===== src/rtl/alu_control_mc.sv =====
// Registered ALU control decoder at the ID/EX boundary.
// Sequences multi-cycle MULT/DIV and requests a pipeline stall while they run.
module alu_control_mc #(
  parameter int OP_WIDTH    = 4,
  parameter int MULT_CYCLES = 4,
  parameter int DIV_CYCLES  = 32,
  parameter int CNT_WIDTH   = 6
) (
  input  logic                clk,
  input  logic                reset,
  input  logic [3:0]          ALUOp,
  input  logic [5:0]          ALUFunction,
  input  logic                valid_in,
  input  logic                stall_in,
  input  logic                flush,
  output logic [OP_WIDTH-1:0] ALUOperation,
  output logic                valid_out,
  output logic                shamt_sel,
  output logic                jr_sel,
  output logic                stall_req,
  output logic                mc_done
);

  typedef enum logic [1:0] {
    IDLE,
    MC_RUN,
    MC_DONE
  } state_e;

  localparam logic [OP_WIDTH-1:0] OP_NOP = OP_WIDTH'(15);
  localparam logic [CNT_WIDTH-1:0] MUL_LD = CNT_WIDTH'(MULT_CYCLES - 1);
  localparam logic [CNT_WIDTH-1:0] DIV_LD = CNT_WIDTH'(DIV_CYCLES - 1);
  localparam logic [CNT_WIDTH-1:0] CNT_ONE = CNT_WIDTH'(1);

  logic [OP_WIDTH-1:0]  op_q, op_d;
  logic                 valid_q, valid_d;
  logic                 sh_q, sh_d;
  logic                 jr_q, jr_d;
  state_e               state_q, state_d;
  logic [CNT_WIDTH-1:0] cnt_q, cnt_d;

  logic                 is_r;
  logic [3:0]           dec_op;
  logic                 dec_sh;
  logic                 dec_jr;
  logic                 dec_mul;
  logic                 dec_div;
  logic [CNT_WIDTH-1:0] dec_ld;

  assign is_r = (ALUOp == 4'b0111);

  always_comb begin
    dec_op = 4'd15;
    unique case (1'b1)
      is_r && ALUFunction == 6'b100100: dec_op = 4'd0;
      is_r && ALUFunction == 6'b100101: dec_op = 4'd1;
      is_r && ALUFunction == 6'b100111: dec_op = 4'd2;
      is_r && ALUFunction == 6'b100000: dec_op = 4'd3;
      is_r && ALUFunction == 6'b100010: dec_op = 4'd4;
      is_r && ALUFunction == 6'b000000: dec_op = 4'd5;
      is_r && ALUFunction == 6'b000010: dec_op = 4'd6;
      is_r && ALUFunction == 6'b000011: dec_op = 4'd8;
      is_r && ALUFunction == 6'b011000: dec_op = 4'd13;
      is_r && ALUFunction == 6'b011010: dec_op = 4'd14;
      is_r && ALUFunction == 6'b001000: dec_op = 4'd10;
      ALUOp == 4'b0100:                 dec_op = 4'd3;
      ALUOp == 4'b0101:                 dec_op = 4'd1;
      ALUOp == 4'b0010:                 dec_op = 4'd7;
      ALUOp == 4'b0011:                 dec_op = 4'd0;
      ALUOp == 4'b0001:                 dec_op = 4'd4;
      ALUOp == 4'b0110:                 dec_op = 4'd9;
      ALUOp == 4'b1000:                 dec_op = 4'd11;
      ALUOp == 4'b1001:                 dec_op = 4'd12;
      default:                          dec_op = 4'd15;
    endcase
  end

  assign dec_sh  = (dec_op == 4'd5) || (dec_op == 4'd6) || (dec_op == 4'd8);
  assign dec_jr  = (dec_op == 4'd10);
  assign dec_mul = (dec_op == 4'd13);
  assign dec_div = (dec_op == 4'd14);
  assign dec_ld  = dec_mul ? MUL_LD : DIV_LD;

  assign stall_req = (state_q == MC_RUN);
  assign mc_done   = (state_q == MC_DONE);

  always_comb begin
    op_d    = op_q;
    valid_d = valid_q;
    sh_d    = sh_q;
    jr_d    = jr_q;
    state_d = state_q;
    cnt_d   = cnt_q;
    if (flush) begin
      op_d    = OP_NOP;
      valid_d = 1'b0;
      sh_d    = 1'b0;
      jr_d    = 1'b0;
      state_d = IDLE;
      cnt_d   = '0;
    end else begin
      // A running op keeps counting even under an external stall.
      if (state_q == MC_RUN) begin
        if (cnt_q <= CNT_ONE) begin
          cnt_d   = '0;
          state_d = MC_DONE;
        end else begin
          cnt_d = cnt_q - CNT_ONE;
        end
      end else if (state_q == MC_DONE) begin
        state_d = IDLE;
      end
      if (!stall_in && !stall_req) begin
        op_d    = OP_WIDTH'(dec_op);
        valid_d = valid_in;
        sh_d    = dec_sh;
        jr_d    = dec_jr;
        if (valid_in && (dec_mul || dec_div)) begin
          cnt_d   = dec_ld;
          state_d = (dec_ld == '0) ? MC_DONE : MC_RUN;
        end
      end
    end
  end

  always_ff @(posedge clk or negedge reset) begin
    if (!reset) begin
      op_q    <= OP_NOP;
      valid_q <= 1'b0;
      sh_q    <= 1'b0;
      jr_q    <= 1'b0;
      state_q <= IDLE;
      cnt_q   <= '0;
    end else begin
      op_q    <= op_d;
      valid_q <= valid_d;
      sh_q    <= sh_d;
      jr_q    <= jr_d;
      state_q <= state_d;
      cnt_q   <= cnt_d;
    end
  end

  assign ALUOperation = op_q;
  assign valid_out    = valid_q;
  assign shamt_sel    = sh_q;
  assign jr_sel       = jr_q;

endmodule


===== config.mk =====
export PLATFORM = sky130hd
export DESIGN_NAME = alu_control_mc
export DESIGN_NICKNAME = d
export VERILOG_FILES = /design/src/rtl/alu_control_mc.sv
export SDC_FILE = /design/constraint.sdc
export NUM_CORES = 1
export LEC_CHECK = 0
export ABC_CLOCK_PERIOD_IN_PS = 2100
export BUFFER_PORTS_ARGS = -buffer_cell sky130_fd_sc_hd__clkbuf_2
export CAP_MARGIN = 20
export CORE_MARGIN = 2
export CORE_UTILIZATION = 54
export CTS_CLUSTER_DIAMETER = 100
export DETAILED_ROUTE_END_ITERATION = 10
export HOLD_SLACK_MARGIN = 0.15
export PLACE_DENSITY_LB_ADDON = 0.3
export SLEW_MARGIN = 0
export SYNTH_ARGS = -nofsm -noshare
export SYNTH_HDL_FRONTEND = slang
export SYNTH_SLANG_ARGS = --single-unit
export TNS_END_PERCENT = 10

===== constraint.sdc =====
create_clock -name clk -period 2.1 [get_ports clk]
set_input_delay 0.315 -clock clk [delete_from_list [all_inputs] [get_ports clk]]
set_output_delay 0.315 -clock clk [all_outputs]
set_load 0.005 [all_outputs]

==> results of run 1 <==
[cell usage in the layout, fill, tap and decap left out, drive strengths merged, types with 4 or more instances in the layout]
cell type / instances
clkbuf: 26
dfstp: 4
inv: 6
o21ai: 8
a31oi: 4
nand2b: 5
dfrtp: 11
nor3: 9
nor2: 13
nand2: 9
a21oi: 12
[report_power, final]
part           total [mW]  switching [mW]  internal, mW
Combinational       0.120          0.0726        0.0477
Sequential          0.302         0.00323         0.299
Clock               0.164          0.0938        0.0706
[per-stage QoR]
stage                     std cells  setup WS [ns]
after global placement          189         0.1881
after floorplan                 141         0.3240
final                           194         0.1899
after global routing            194        0.06942
after detailed placement        189         0.1775
after CTS                       194         0.1657
[registers in the layout, summed over array words and instances (netlist names)]
name	flops
ALUOperation	4
shamt_sel	1
jr_sel	1
state_q	2
valid_out	1
cnt_q	6
[layout make-up]
| type | instances | area [sq um] |
|---|---|---|
| tap | 28 | 35.03 |
| sequential | 15 | 380.4 |
| clock buffer | 3 | 22.52 |
| fill | 204 | 777.0 |
| clock inverter | 1 | 5.005 |
| multi-input combinational | 115 | 765.7 |
| timing repair buffer | 26 | 140.1 |
| inverter | 6 | 22.52 |
[critical path, delay by kind of cell (launching register included)]
kind | cells | cell delay, ns
multiplexers | 1 | 0.36
flip-flops | 1 | 0.40
AND/OR/NAND/NOR | 4 | 1.05
[kinds of logic after synthesis]
logic type               Yosys count  share of synthesized area (%)
buffers and inverters             11                          3.780
adder cells (fa/ha/maj)            2                          2.101
AND/OR/NAND/NOR                   69                          34.66
multiplexers                       1                         0.9453
AO/OA/AOI/OAI                     43                          26.58
flip-flops                        15                          31.93
[final timing paths]
path,startpoint,end,slack [ns],cells after the start
min in group asynchronous,reset,cnt_q[2]$_DFF_PN0_,0.48,2
max,state_q[1]$_DFF_PN0_,cnt_q[5]$_DFF_PN0_,0.19,5
min reg2reg,ALUOperation[3]$_DFFE_PN1P_,ALUOperation[3]$_DFFE_PN1P_,0.50,2
max in group asynchronous,reset,ALUOperation[2]$_DFFE_PN1P_,1.32,2
max reg2reg,state_q[1]$_DFF_PN0_,cnt_q[5]$_DFF_PN0_,0.19,5
min,valid_in,valid_out$_DFFE_PN0P_,0.29,3
[per-layer routing]
| metal | GRT usage, % | wire, um | up-vias |
|---|---|---|---|
| met4 | 5.405 | 10 | 0 |
| met2 | 39.18 | 1331 | 34 |
| met3 | 3.509 | 128 | 2 |
| met1 | 27.34 | 1134 | 555 |
| li1 | - | - | 586 |
| met5 | 0 | 0 | - |
[repair_timing]
item,in CTS,in global routing
buffers inserted,0,0
endpoints found under the hold margin,11,0
hold buffers,1,0
==> results.yml, run 1 <==
sta:
  tns_ns: 0
  skew_ns: 0.003774
  grt_setup_unrepaired: "no"
  finalCritPeriodShare_pct: 90.96
  setup_violations: 0
  relSlewSlack_pct: 75.82
  finalHoldViolCount: 0
  max_freq_ghz: 0.5235
  slew_violations: 0
  hold_slack_ns: 0.2866
  period_needed_ns: 1.910
  worst_pin_slew_ns: 0.3593
route:
  drtIter0Drc: 23
  dr_total_vias: 1177
  wire_per_inst_um: 13.43
  detail-route-antenna-nets: 0
  drc: 0
  wl_mm: 2.605
  firstDrtPassIters: 4
  viasPerCell: 6.067
cts:
  clock_sinks: 15
  clk_latency_ns: 0.28
  h-tree-depth: 1
  cts-root-buf: "clkbuf_4"
  cts_tree: "yes"
  clk_pin_slew_ns: 0.09
  cts_max_path_buffers: 2
  cts_buffers: 3
  post_cts_resized: 0
logic_synthesis:
  ys_seq_area_share_pct: 31.93
  synthCells: 141
  yosysUniqueCellTypes: 52
  synthArstFlopShare_pct: 100.0
  syn_nets: 158
  synth_edf_count: 0
  synth.top_cells.by_area: "dfrtp_1 23%, dfstp_2 8.8%, a21oi_1 5.0%, nor3_1 3.8%, nor2_1 3.8%"
  synth_top_area_share_pct: 23.11
  yosysTopAreaCell: "dfrtp_1"
  synthTopCellsByCount: "12 x a21oi_1, 12 x nor2_1, 11 x dfrtp_1, 9 x nand2_1, 9 x nor3_1"
  synthesis.area_sq_um: 1191
  ys_seq_elements: 15
  yosysWarnings: 0
  postSynthAreaPerCell_sq_um: 8.448
  synthFlopType: "dfrtp_1"
global_routing:
  grt_usage_pct: 21.91
  grt_pass1_wl_mm: 4.381
  globalRouteOverflowTotal: 0
  grt_max_degree: 18
  grt_pass1_vias: 1041
  antenna_found_initial: 0
finish:
  fin_util_pct: 63.83
  layout-drive-gt1-share_pct: 27.71
  nNetsFinal: 184
  syn_to_final_growth_pct: 15.13
  antennaDiodeCount: 0
  fin_area_sq_um: 1371
critical_path:
  cp_data_arrival_time_ns: 2.09
  start_kind: "flip-flop"
  crit_fanout: 5
  max_stage_delay_ns: 0.47
  worstPathRequired_ns: 2.28
  worstPathCellList: "nand2b_2 -> or4_1 -> nor3_1 -> mux2_2 -> and3b_1"
  endpoint_kind: "flip-flop"
  cpMaxStageDelayCell: "or4_1"
  setup.worst_path.class: "flip-flop to flip-flop"
placed_design:
  routabilityCongestion: 0.8596
  io_buffers: 23
  hpwl_mm: 1.974
  placed_cell_area_sq_um: 1334
hold_path:
  hp-class: "input port to flip-flop"
job:
  drv_cap: 0
run_status:
  outcome: "finished, final reports clean"
die:
  initial_utilization_pct: 55.45
  core_area_sq_um: 2148
  die_w_um: 50.97
  dieArea_sq_um: 2597
  design.portCount: 24
  dieHeight_um: 50.97
  num_rows: 17
power:
  power_density_nw_per_um2: 427.9
  vdd_drop_max_mv: 0.3799
  power_uw: 586.7
  leakage_nw: 0.5826
Note: power is estimated with default switching activity, not from simulation.
==> run 2, diff against run 1 <==
- CELL_PAD_IN_SITES_DETAIL_PLACEMENT: default -> 1
- CELL_PAD_IN_SITES_GLOBAL_PLACEMENT: default -> 1
- CORE_UTILIZATION: 54 -> 40
==> run 2 against run 1 <==
Clock power is essentially flat. Combinational power grew 4%. Power grew 0.91%. Highest routed layer unchanged. Largest cell class unchanged. Wire length grew 23%. Worst hold slack gained 0.0027 ns.
==> results.yml, run 2 (synthesis results as in run 1) <==
critical_path:
  crit_fanout: 5
  worstPathRequired_ns: 2.29
  setup.worst_path.class: "flip-flop to flip-flop"
  endpoint_kind: "flip-flop"
  ff2ff_path_depth: 5
  start_kind: "flip-flop"
  r2r_slack_ns: 0.18
  cp_data_arrival_time_ns: 2.11
  r2r-start: "state_q[1]$_DFF_PN0_"
  reg2reg_to: "cnt_q[5]$_DFF_PN0_"
cts:
  cts_buffers: 3
  cts_tree: "yes"
  cts-root-buf: "clkbuf_4"
  clk_pin_slew_ns: 0.09
  h-tree-depth: 1
  clk_latency_ns: 0.29
  post_cts_buffers: 0
  post_cts_resized: 0
  cts_max_path_buffers: 2
  clock_sinks: 15
job:
  drv_cap: 0
hold_path:
  hold_path_depth: 3
  min_to: "valid_out$_DFFE_PN0P_"
  hold_start: "valid_in"
  hp-class: "input port to flip-flop"
sta:
  worst_pin_slew_ns: 0.4035
  max_freq_ghz: 0.5199
  finalHoldViolCount: 0
  grt_setup_unrepaired: "no"
  setup_violations: 0
  tns_ns: 0
  slew_violations: 0
  finalCritPeriodShare_pct: 91.59
  relSlewSlack_pct: 73.10
  skew_ns: 0.01141
  period_needed_ns: 1.923
global_routing:
  grt_pass1_wl_mm: 5.678
  grt_max_degree: 18
  grt_usage_pct: 21.47
  grt_pass1_vias: 1230
  globalRouteOverflowTotal: 0
  grtUsageMet1_pct: 26.45
  top_usage_layer: "met2"
  gr-usage-met2_pct: 38.36
  grt_use_met3_pct: 3.956
  antenna_found_initial: 0
finish:
  n_fill_cell: 355
  layout_commonest_cell: "clkbuf_2"
  layout-drive-gt1-share_pct: 27.54
  layoutNonFillerInstCount: 198
  multi_input_area_sq_um: 765.7
  regMostFlops: "cnt_q"
  nNetsFinal: 185
  antennaDiodeCount: 0
  fin_util_pct: 49.66
  syn_to_final_growth_pct: 15.97
  final_cell_mix: "23 x clkbuf_2, 12 x a21oi_1, 12 x nor2_1"
  largest_reg_flops: 6
  ff_latch_area_sq_um: 380.4
die:
  die_w_um: 58.57
  dieArea_sq_um: 3430
  core_area_sq_um: 2781
  initial_utilization_pct: 42.82
  design.portCount: 24
  dieHeight_um: 58.57
  num_rows: 19
power:
  power_uw: 592.1
  leakage_nw: 0.5841
  power_density_nw_per_um2: 428.6
  vdd_drop_max_mv: 0.4723
route:
  detail-route-antenna-nets: 0
  drc: 0
  firstDrtPassIters: 4
  dr_total_vias: 1196
  viasPerCell: 6.040
  wire_per_inst_um: 16.14
  drtIter0Drc: 54
  wl_mm: 3.196
placed_design:
  routabilityCongestion: 0.7733
  io_buffers: 23
  dp_cells: 193
  hpwl_mm: 2.552
run_status:
  outcome: "finished, final reports clean"
==> run 2: cell count changes in the layout (fill, tap and decap cells not counted) <==
cell / previous run / this run
clkbuf_1: 0 / 1
clkinv_2: 1 / 0
buf_4: 2 / 3
==> run 2: how the worst max path moves through the flow <==
stage                         startpoint            endpoint  depth (start not counted)
floorplan           state_q[1]$_DFF_PN0_  cnt_q[5]$_DFF_PN0_                          5
global placement          ALUFunction[1]  jr_sel$_DFFE_PN0P_                          6
detailed placement              ALUOp[3]  cnt_q[4]$_DFF_PN0_                          6
CTS                 state_q[1]$_DFF_PN0_  cnt_q[5]$_DFF_PN0_                          5
global route        state_q[1]$_DFF_PN0_  cnt_q[5]$_DFF_PN0_                          5
finish              state_q[1]$_DFF_PN0_  cnt_q[5]$_DFF_PN0_                          5
==> run 2: what timing repair did <==
action	4_1_cts	5_1_grt
hold buffers	1	0
endpoints found under the setup margin	0	0
endpoints found under the hold margin	11	0
==> run 2: final cells by class <==
| type | instances | area share (%) |
|---|---|---|
| repair buffers | 27 | 10.69 |
| well taps | 31 | 2.808 |
| inverters | 6 | 1.630 |
| multi-input cells | 115 | 55.43 |
| flip-flops and latches | 15 | 27.54 |
| clock buffers | 4 | 1.902 |
==> run 2: routing by layer <==
layer	wire, um	part of all wire [%]
met1	1368	43
met2	1690	53
met3	99	3.1
met4	38	1.2
met5	0	0
==> run 2: through the flow <==
stage	setup WS (ns)	instance area, sq um	hold WS [ns]
after floorplan	0.3240	1191	0.01941
after global placement	0.1930	1345	0.2426
after detailed placement	0.1054	1345	0.2548
after CTS	0.1668	1381	0.2790
after global routing	0.07028	1381	0.3024
final	0.1765	1381	0.2893
==> run 2: critical path, cell delays in order, from the launching register on <==
cell      delay [ns]
dfrtp_1         0.40
nand2b_2        0.22
or4_1           0.47
nor3_1          0.18
mux2_2          0.36
and3b_1         0.18
==> run 2: report_power, final <==
part / switching, mW / total (mW) / internal [mW] / leakage, nW
clock network: 0.0915 / 0.165 / 0.0738 / 0.0150
logic: 0.0767 / 0.125 / 0.0481 / 0.374
registers: 0.00314 / 0.302 / 0.299 / 0.195
